[config.mk]
export PLATFORM = sky130hd
export DESIGN_NAME = sync_fifo
export DESIGN_NICKNAME = d
export VERILOG_FILES = /design/src/rtl/sync_fifo.sv
export SDC_FILE = /design/constraint.sdc
export NUM_CORES = 1
export LEC_CHECK = 0
export ABC_AREA = 1
export CAP_MARGIN = 0
export CORE_ASPECT_RATIO = 2
export CORE_MARGIN = 5
export CORE_UTILIZATION = 55
export CTS_CLUSTER_SIZE = 25
export DETAILED_ROUTE_END_ITERATION = 8
export GPL_ROUTABILITY_DRIVEN = 0
export MAX_ROUTING_LAYER = met4
export PLACE_DENSITY = 0.75
export SETUP_SLACK_MARGIN = 0.02
export SYNTH_ARGS = -nofsm -noshare
export SYNTH_HDL_FRONTEND = slang
export SYNTH_SLANG_ARGS = --single-unit
[constraint.sdc]
create_clock -name clk -period 3.2 [get_ports clk]
set_input_delay 0.8 -clock clk [delete_from_list [all_inputs] [get_ports clk]]
set_output_delay 0.8 -clock clk [all_outputs]
set_load 0.01 [all_outputs]
[src/rtl/sync_fifo.sv]
// ============================================================================
// Module      : sync_fifo
// Description : Single-clock FIFO with registered occupancy, sticky overflow
//               and a zeroed head while empty.
// Revision    : 1.0 - initial release
// ============================================================================
`default_nettype none

module sync_fifo #(
    parameter int WIDTH = 8,
    parameter int DEPTH = 8
) (
    input  logic             clk,
    input  logic             rst_n,
    input  logic             push,
    input  logic [WIDTH-1:0] push_data,
    input  logic             pop,
    output logic             valid,
    output logic [WIDTH-1:0] data,
    output logic             overflow
);

    localparam int              c_addr_w = $clog2(DEPTH);
    localparam logic [c_addr_w:0] c_depth = (c_addr_w + 1)'(DEPTH);

    logic [WIDTH-1:0]    r_mem [DEPTH];
    logic [c_addr_w-1:0] r_wr_ptr;
    logic [c_addr_w-1:0] r_rd_ptr;
    logic [c_addr_w:0]   r_count;
    logic                r_overflow;

    logic w_empty;
    logic w_full;
    logic w_pop;
    logic w_push;

    assign w_empty = (r_count == '0);
    assign w_full  = (r_count == c_depth);
    assign w_pop   = pop && !w_empty;
    // A pop in the same cycle frees a slot, so a full FIFO still accepts.
    assign w_push  = push && (!w_full || w_pop);

    always_ff @(posedge clk or negedge rst_n) begin
        if (!rst_n) begin
            r_wr_ptr   <= '0;
            r_rd_ptr   <= '0;
            r_count    <= '0;
            r_overflow <= 1'b0;
        end else begin
            if (w_push) begin
                r_wr_ptr <= r_wr_ptr + 1'b1;
            end
            if (w_pop) begin
                r_rd_ptr <= r_rd_ptr + 1'b1;
            end
            if (w_push && !w_pop) begin
                r_count <= r_count + 1'b1;
            end else if (w_pop && !w_push) begin
                r_count <= r_count - 1'b1;
            end
            if (push && !w_push) begin
                r_overflow <= 1'b1;
            end
        end
    end

    always_ff @(posedge clk) begin
        if (w_push) begin
            r_mem[r_wr_ptr] <= push_data;
        end
    end

    assign valid    = !w_empty;
    assign data     = w_empty ? '0 : r_mem[r_rd_ptr];
    assign overflow = r_overflow;

endmodule

`default_nettype wire

==> out/qor.csv <==
stage;metric;value;unit
worst_setup_path;cp-start-kind;flip-flop;
sta;rsz0062_at_grt;no;
synth;postSynthCellCount;358;
worst_setup_path;path_cells;buf_6 -> inv_4 -> nand2_1 -> nand3_1 -> nand2_1 -> nor2_1 -> nor2_1 -> clkdlybuf4s50_1;
sta;tightest_slew;0.657;ns
cts;cts_max_level;3;
power_and_ir_drop;power_switching;0.00129;W
power_and_ir_drop;pwr-share-seq;37.9;%
sta;setup_viol;0;
place;place_hpwl;4580;microns
worst_setup_path;cpMaxStageDelayCell;clkdlybuf4s50_1;
worst_setup_path;critPathMaxFanout;34;
synth;syn_area_per_cell;9.76;sq um
global_route;grt_max_degree;35;
cts;cts_num_sinks;75;
cts;cts_tree;built;
cells_and_area;final_common_cell;nand2_1;
die;die_x;66.4;microns
place;place.port_buffers;21;
drt;dr.first_iter.drc_count;192;
worst_setup_path;endpoint_kind;output port;
cells_and_area;final-seq-area;0.00220;sq mm
cells_and_area;nFillCells;518;
die;core;0.00626;sq mm
synth;synth_nets;376;
sta;relSlewSlack;56.2;%
synth;synth_seq_cells;75;
place;dpl_cell_area;0.00380;sq mm
die;initial_core_util;55.8;%
outcome;outcome;finished, final reports clean;
cts;clkSlewWorstSetupHoldPaths;0.05;ns
drt;antenna_left;0;
sta;fmax;0.341;GHz
cells_and_area;finalNetCount;409;
synth;yosysSeqAreaShare;62.9;%
worst_setup_path;cp_data_arrival_time;2.13;ns
global_route;grt_pass1_vias;2535;
power_and_ir_drop;irDropWorstVdd;0.571;mV
worst_setup_path;path_class;reg -> out;
worst_setup_path;crit_required;2.40;ns
power_and_ir_drop;p_int;0.00235;W
cells_and_area;fin_area;0.00406;sq mm
worst_setup_path;crit_buf_inv;3;
power_and_ir_drop;p_leak;1.87;nW
worst_hold_path;hp-class;reg -> reg;
cts;clk_path_buf_depth;2;
cts;hold_buffers;0;
drt;firstDrtPassIters;4;
worst_setup_path;path_delay_family;buffers and inverters;
sta;final.setup_skew;0.00524;ns
worst_setup_path;cpPeakStageDelay;0.55;ns
die;row_count;41;
die;pin_count;22;
power_and_ir_drop;p_per_area;896;mW/mm^2
cells_and_area;area_growth;16.3;%
power_and_ir_drop;clkPwrFrac;23.5;%
global_route;grt_usage;20.0;%
cts;insertion_delay;0.33;ns
die;die_h;123;microns
sta;timing.final.crit_period;2.93;ns
sta;finalSetupTns;0;ns
global_route;grt_overflow;0;
cells_and_area;final_cell_mix;nand2_1 (103), inv_1 (72), edfxtp_1 (64), nand3_1 (43), nor2_1 (24);
cells_and_area;n_antenna_cell;0;
synth;mappedNetlistArea;0.00349;sq mm
cells_and_area;multi_input_area;901;sq um
sta;fin_crit_sh;91.6;%
drt;vias;2344;
power_and_ir_drop;p_comb_share;38.5;%
die;die-area;0.00814;sq mm
synth;synth_cell_types;24;
cts;cts_made_buffers;9;
cells_and_area;drive_gt1_share;8.08;%
global_route;antenna_found_initial;0;
drt;drc;0;
sta;hold_violations;0;
cts;cts_resized;0;
sta;maxSlewViolCount;0;
sta;hold_slack;0.502;ns
drt;wl;6750;microns
run;cap_violations;0;
drt;wl_per_cell;14.0;microns
cts;clockRootBuffer;clkbuf_16;
cts;post_cts_buffers;0;
synth;yosysWarnings;0;
global_route;grt_pass1_wl;11500;microns
drt;vias_per_cell;4.86;
power_and_ir_drop;switching_share;35.5;%
-- final timing paths --
kind | depth (start not counted) | endpoint | from | slack, ns
max in group asynchronous | 1 | r_rd_ptr[1] | rst_n | 2.05
setup reg to reg | 11 | r_count[3] | r_count[0] | 0.74
min in group asynchronous | 1 | overflow | rst_n | 0.81
hold / removal | 1 | overflow | overflow | 0.50
setup / recovery | 8 | data[4] | r_rd_ptr[0] | 0.27
hold reg to reg | 1 | overflow | overflow | 0.50
-- final cells by class --
cell class	instances	share of cell area [%]
Inverter	75	6.99
Clock inverter	5	0.493
Multi-Input combinational cell	195	22.2
Timing Repair Buffer	35	7.86
Sequential cell	75	54.1
Tap cell	86	2.65
Clock buffer	11	5.73
-- stage by stage --
step / std cells / setup WS (ns) / utilization, % / power (W)
final: 482 / 0.269 / 64.9 / 0.00364
after global routing: 482 / 0.0687 / 64.9 / 0.00392
after CTS: 482 / 0.129 / 64.8 / 0.00367
after detailed placement: 466 / 0.262 / 60.8 / 0.00281
after global placement: 466 / 0.323 / 60.8 / 0.00278
after floorplan: 358 / 0.863 / - / 0.00236
-- synthesized netlist by cell type, drive strengths merged --
cell | n | area share, %
a21oi | 1 | 0.14
buf | 13 | 3.2
dfrtp | 11 | 7.9
edfxtp | 64 | 55
fa | 1 | 0.57
ha | 5 | 1.8
inv | 75 | 8.1
nand2 | 105 | 11
nand3 | 44 | 6.4
nor2 | 25 | 2.8
nor3 | 4 | 0.57
o21ai | 3 | 0.43
o21bai | 1 | 0.21
or2 | 1 | 0.18
xnor2 | 4 | 1.0
xor2 | 1 | 0.25
-- registers in the layout, summed over array words and instances, names as in the netlist --
name and count:
r_mem 64, r_count 4, r_rd_ptr 3, r_wr_ptr 3, overflow 1
-- power by group through the flow --
stage | Combinational [W] | Clock, W | Sequential [W]
after global routing | 0.00160 | 0.000915 | 0.00140
after global placement | 0.00138 | 0 | 0.00140
after floorplan | 0.00102 | 0 | 0.00133
after CTS | 0.00142 | 0.000874 | 0.00138
final | 0.00140 | 0.000856 | 0.00138
after detailed placement | 0.00141 | 0 | 0.00140
-- worst register-to-register path, cell delays in order, from the launching register on --
cell and delay (ns):
dfrtp_1 0.45, nor2_2 0.08, nand2_1 0.37, nand2_1 0.23, ha_1 0.27, inv_1 0.13, ha_1 0.27, or2_2 0.31
nand2_1 0.07, nand2_1 0.04, nand3_1 0.05, nand2_1 0.05
-- routing by layer --
layer	vias to the layer above	global-route usage (%)	routed length, microns
met5	-	-	0
met4	0	10.3	140
li1	1187	-	-
met1	1098	22.1	2630
met3	11	4.21	245
met2	48	33.3	3730
-- logic make-up (layout without fill, tap and decap cells) --
family                   after synthesis  count (layout)  synth area share [%]
buffers and inverters                 88             126                  11.3
AO/OA/AOI/OAI                          5               5                 0.788
XOR/XNOR                               5               5                  1.25
adder cells (fa/ha/maj)                6               6                  2.36
AND/OR/NAND/NOR                      179             179                  21.4
flip-flops                            75              75                  62.9
Power figures use the tool's default switching activity.
